--- config.mk ---
export PLATFORM = sky130hd
export DESIGN_NAME = register_rename
export DESIGN_NICKNAME = d
export VERILOG_FILES = /design/src/rtl/register_rename.sv
export SDC_FILE = /design/constraint.sdc
export NUM_CORES = 2
export LEC_CHECK = 0
export BUFFER_PORTS_ARGS = -buffer_cell sky130_fd_sc_hd__buf_2
export CAP_MARGIN = 10
export CORE_ASPECT_RATIO = 1.5
export CORE_UTILIZATION = 27
export DETAILED_ROUTE_END_ITERATION = 16
export PLACE_DENSITY_LB_ADDON = 0.3
export SLEW_MARGIN = 20
export SYNTH_ARGS = -nofsm -noshare
export SYNTH_HDL_FRONTEND = slang
export SYNTH_SLANG_ARGS = --single-unit
--- constraint.sdc ---
create_clock -name clk -period 4.7 [get_ports clk]
set_input_delay 0 -clock clk [delete_from_list [all_inputs] [get_ports clk]]
set_output_delay 0 -clock clk [all_outputs]
set_load 0.02 [all_outputs]
--- src/rtl/register_rename.sv ---
// register_rename
//   Rename stage of an out-of-order pipeline. It maps 32 architectural
//   registers to 256 physical tags through a register alias table (RAT).
//   It also keeps a circular free list of tags that can be allocated.
//   Tags are handed out in FIFO order from the head of the free list.
//   Tags returned at retire are pushed at the tail.
//
// Ports
//   clk          : single clock, all state changes on its rising edge
//   reset        : synchronous, active-low reset
//   valid_in     : a decoded instruction is presented
//   rs1, rs2, rd : architectural source and destination registers
//   rd_write     : the instruction writes rd
//   stall_in     : the register-file read stage cannot accept
//   ready_out    : rename accepts an instruction this cycle (combinational)
//   free_valid   : a physical tag is returned at retire
//   free_phy     : the returned physical tag
//   Operand1_phy : renamed rs1 tag
//   Operand2_phy : renamed rs2 tag
//   Rd_phy       : newly allocated destination tag (0 if none)
//   Old_Rd_phy   : previous mapping of rd (0 if none)
//   valid_out    : the tag outputs are valid for the register-file stage
//
// Optional feature (macro RENAME_STATS_EN)
//   free_count   : current number of free tags
//   stall_cycles : number of cycles an instruction waited on an empty free
//                  list; saturates at 0xFFFF
module register_rename (
  input  logic       clk,
  input  logic       reset,
  input  logic       valid_in,
  input  logic [4:0] rs1,
  input  logic [4:0] rs2,
  input  logic [4:0] rd,
  input  logic       rd_write,
  input  logic       stall_in,
  output logic       ready_out,
  input  logic       free_valid,
  input  logic [7:0] free_phy,
  output logic [7:0] Operand1_phy,
  output logic [7:0] Operand2_phy,
  output logic [7:0] Rd_phy,
  output logic [7:0] Old_Rd_phy,
  output logic       valid_out
`ifdef RENAME_STATS_EN
  ,
  output logic [8:0]  free_count,
  output logic [15:0] stall_cycles
`endif
);

  // Tags 0..31 start out mapped by the RAT; tags 32..255 start out free.
  localparam logic [8:0] FREE_MAX = 9'd224;

  logic [7:0] rat       [32];
  logic [7:0] free_list [256];
  logic [7:0] head;
  logic [7:0] tail;
  logic [8:0] count;

  logic accept;
  logic do_pop;
  logic do_push;

  // An instruction that does not write is still held back on an empty list.
  // This keeps the accept rule independent of the instruction type.
  always_comb begin
    ready_out = !stall_in && (count != 9'd0);
    accept    = valid_in && ready_out;
    do_pop    = accept && rd_write && (rd != 5'd0);
    do_push   = free_valid && (free_phy != 8'd0) && (count < FREE_MAX);
  end

  // The head and tail pointers wrap naturally at 256.
  // The count never reaches 256, so head == tail only when the list is
  // empty. A same-cycle pop and push therefore never use the same slot.
  always_ff @(posedge clk) begin
    if (!reset) begin
      head  <= 8'd0;
      tail  <= 8'd224;
      count <= FREE_MAX;
    end else begin
      if (do_pop)
        head <= head + 8'd1;
      if (do_push)
        tail <= tail + 8'd1;
      case ({do_pop, do_push})
        2'b10:   count <= count - 9'd1;
        2'b01:   count <= count + 9'd1;
        default: count <= count;
      endcase
    end
  end

  // A pushed tag lands in the array at the clock edge.
  // So it cannot be popped in the same cycle it is freed.
  always_ff @(posedge clk) begin
    if (!reset) begin
      for (int i = 0; i < 256; i++)
        free_list[i] <= (i < 224) ? 8'(i + 32) : 8'd0;
    end else if (do_push) begin
      free_list[tail] <= free_phy;
    end
  end

  // RAT[0] is only ever written by reset, because do_pop excludes rd == 0.
  always_ff @(posedge clk) begin
    if (!reset) begin
      for (int i = 0; i < 32; i++)
        rat[i] <= 8'(i);
    end else if (do_pop) begin
      rat[rd] <= free_list[head];
    end
  end

  // The operands read the RAT before this cycle's update.
  // So an instruction that overwrites its own source sees the old mapping.
  always_ff @(posedge clk) begin
    if (!reset) begin
      Operand1_phy <= 8'd0;
      Operand2_phy <= 8'd0;
      Rd_phy       <= 8'd0;
      Old_Rd_phy   <= 8'd0;
      valid_out    <= 1'b0;
    end else if (accept) begin
      Operand1_phy <= rat[rs1];
      Operand2_phy <= rat[rs2];
      valid_out    <= 1'b1;
      if (do_pop) begin
        Rd_phy     <= free_list[head];
        Old_Rd_phy <= rat[rd];
      end else begin
        Rd_phy     <= 8'd0;
        Old_Rd_phy <= 8'd0;
      end
    end else if (!stall_in) begin
      valid_out <= 1'b0;
    end
  end

`ifdef RENAME_STATS_EN
  assign free_count = count;

  // Counts cycles where an instruction is present but the free list is empty.
  always_ff @(posedge clk) begin
    if (!reset)
      stall_cycles <= 16'd0;
    else if (valid_in && (count == 9'd0) && (stall_cycles != 16'hFFFF))
      stall_cycles <= stall_cycles + 16'd1;
  end
`endif

endmodule

==> flow_summary_export.csv <==
group,metric,value,unit
worst_setup_path,crit_path_start_kind,"flop",
routing,vias,71900,
routing,viasPerCell,5.34,
synthesis,synthCells,7745,
floorplan,core-area,0.417,sq mm
routing,antenna_left,0,
global_route,grt_max_degree,163,
clocking,cts-root-buf,"clkbuf_16",
clocking,cts.repair.resized,0,
clocking,cts_max_path_buffers,4,
layout,layout-drive-gt1-share,23.7,%
sta,tightest_slew,1240,ps
synthesis,yosysSeqAreaShare,62.3,%
floorplan,die_area,0.422,sq mm
global_route,grt_usage,18.6,%
global_route,grt_pass1_vias,73700,
layout,fin_cells,13500,
worst_setup_path,path_max_fanout,32,
worst_setup_path,slowest_stage,"dfxtp_4",
sta,period_needed,4340,ps
worst_setup_path,cpMostUsedCell,"buf_4",
layout,nFillCells,41000,
worst_setup_path,critPathKind,"reg2reg",
floorplan,start_util,27.2,%
pwr,p_switching,11400,uW
sta,report.final.slew_viol_count,0,
clocking,cts.sinks,2370,
pwr,power_density,362,mW/mm^2
floorplan,ioPinCount,63,
synthesis,synth_area_per_cell,14.6,sq um
outcome,status,"complete, no violations",
worst_setup_path,critPathArrivalTime,5110,ps
floorplan,row_count,290,
worst_setup_path,end_kind,"flop",
clocking,cts_buffers,232,
layout,multi_input_area,0.0386,sq mm
sta,hold_ws,73.4,ps
pwr,combPwrFrac,8.5,%
synthesis,yosysTopAreaCellShare,61.1,%
worst_setup_path,required,5470,ps
sta,clock_skew,92.8,ps
synthesis,synth-main-ff-cell,"edfxtp_1",
routing,drtIter0Drc,7185,
place,dp_hpwl,264000,microns
pwr,p_sw_share,24.2,%
synthesis,yosysTopAreaCell,"edfxtp_1",
sta,hold_viol,0,
pwr,power.share.clock,40.3,%
sta,setup_violations,0,
pwr,fin_total_pwr,47000,uW
global_route,grt_pass1_wl,566000,microns
synthesis,syn_area,0.113,sq mm
place,place_inst,13000,
layout,syn_to_final_growth,14.7,%
sta,max_slew_margin,17.0,%
pwr,irDropWorstVdd,0.325,mV
synthesis,ys_seq_elements,2370,
place,port_buffers,62,
synthesis,yosysWarnings,0,
worst_setup_path,slowest_delay,740,ps
clocking,cts.clk_slew.worst_paths,60,ps
routing,wl_per_cell,29.8,microns
synthesis,synth.most_common_cell,"edfxtp_1",
layout,seqCellArea,0.0705,sq mm
clocking,postCtsSetupBuffers,0,
synthesis,synth_edf_count,2304,
synthesis,synth_common_cells,"edfxtp_1 (2304), and3_1 (1110), or3_1 (957), clkbuf_1 (803), mux4_2 (706)",
floorplan,die_h,795,microns
global_route,antenna_found_initial,24,
sta,clock.fmax,0.231,GHz
clocking,clk_latency,960,ps
sta,period_share,92.3,%
synthesis,yosys-top-cells-area,"edfxtp_1 (61%), mux4_2 (14%), and3_1 (6.1%)",
clocking,ctsHtreeMaxLevel,4,
global_route,grt.overflow.total,0,
sta,fin_tns_setup,0,ps
sta,rsz0062_at_grt,"no",
synthesis,synthArstFlopShare,0,%
routing,wirelength,401000,microns
pwr,seqPwrFrac,51.2,%
pwr,p_leak,0.0428,uW
clocking,tritoncts,"built",
floorplan,die_w,531,microns
routing,drtPass1Iterations,5,
worst_setup_path,path_cells,"inv_2, nand2_1, o22ai_1, nor3_1, nor4_2, buf_4, buf_4, a311o_2, buf_4, nor2_1",
layout,num-nets-final,7742,
synthesis,yosysUniqueCellTypes,73,
routing,drc,0,
worst_hold_path,hp-class,"in2reg",
place,place.gp.congestion,0.901,
pwr,internal_power,35600,uW
job,maxCapViolations,0,
[final cells by class]
class                   count  area share, %
diodes                     16         0.0308
inverters                  15         0.0434
multi-input cells        4352           29.7
clock inverters           138          0.974
clock buffers             285           4.74
flip-flops and latches   2370           54.3
repair buffers            728           4.79
well taps                5548           5.35
[power by group through the flow]
stage	Combinational [uW]	Clock, uW	Sequential, uW
2_1_floorplan	2230	0	24400
3_3_place_gp	3930	0	24500
3_5_place_dp	3970	0	24500
4_1_cts	3990	19200	24100
5_1_grt	4150	19900	24100
6_report	3980	18900	24000
[critical path: cells and delay by family (launching register included)]
kind                   cells  cell delay (ps)
buffers and inverters      4              970
AO/OA/AOI/OAI              2              800
AND/OR/NAND/NOR            4             1530
flip-flops                 1              740
[worst paths after layout]
path / start / endpoint / slack [ps] / cells after the start
setup / recovery: flop / rat[11][7] / 360 / 10
setup reg to reg: flop / rat[11][7] / 360 / 10
hold reg to reg: Rd_phy[6] / Rd_phy[6] / 460 / 2
hold / removal: rd[1] / flop / 70 / 5
[flip-flops by register name, indices dropped and copies added, names as in the netlist, named ones only]
name          flops
Operand1_phy      8
head              8
valid_out         1
rat             256
free_list      2048
tail              8
count             9
Rd_phy            8
Old_Rd_phy        8
Operand2_phy      8
[metrics by stage]
stage          area [sq um]  utilization (%)  setup WS, ps
2_1_floorplan        113000                -          1430
3_3_place_gp         122000             29.3          -819
3_5_place_dp         122000             29.3           484
4_1_cts              130000             31.2           451
5_1_grt              130000             31.2           373
6_report             130000             31.2           364
[cell usage in the layout (no fill, tap or decap), types with 23 or more instances in the layout]
cell type	count
edfxtp_1	2304
and3_1	1110
or3_1	957
mux4_2	706
buf_4	582
nand2_1	308
nor2_1	271
o21ai_0	252
clkbuf_16	234
mux2i_1	112
o22ai_1	95
dfxtp_1	61
a22oi_1	60
buf_12	60
buf_2	50
clkinv_2	48
clkinv_1	48
clkbuf_1	41
a21oi_1	39
a211oi_1	37
nor3_1	30
nor2_2	30
dlygate4sd3_1	26
nor2b_1	25
nand3_1	23
[repair_timing]
action                                  CTS  global route
endpoints found under the setup margin    0             0
hold buffers                             26             0
endpoints found under the hold margin   676             0
[kinds of logic (layout without fill, tap and decap cells)]
kind of cell	count (synthesis)	count (layout)	synth area share [%]
muxes	846	846	15.6
adders and majority gates	14	14	0.161
DFF	2370	2370	62.3
xor gates and xnor gates	19	19	0.147
buffers and inverters	1030	1166	4.07
other	1	24	0.00331
and+or+nand+nor	2887	2887	14.5
AOI/OAI and AO/OA	578	578	3.20
[layer usage]
layer	global-route usage, %	vias to the layer above	share of wire [%]	routed length [microns]
li1	-	30400	-	-
met3	2.17	823	5.2	20900
met2	33.7	2829	52	210000
met4	11.3	4	6.9	27800
met5	0	-	0.0082	33
met1	20.7	37900	36	143000
No activity file was read; power rests on OpenSTA's default activity.
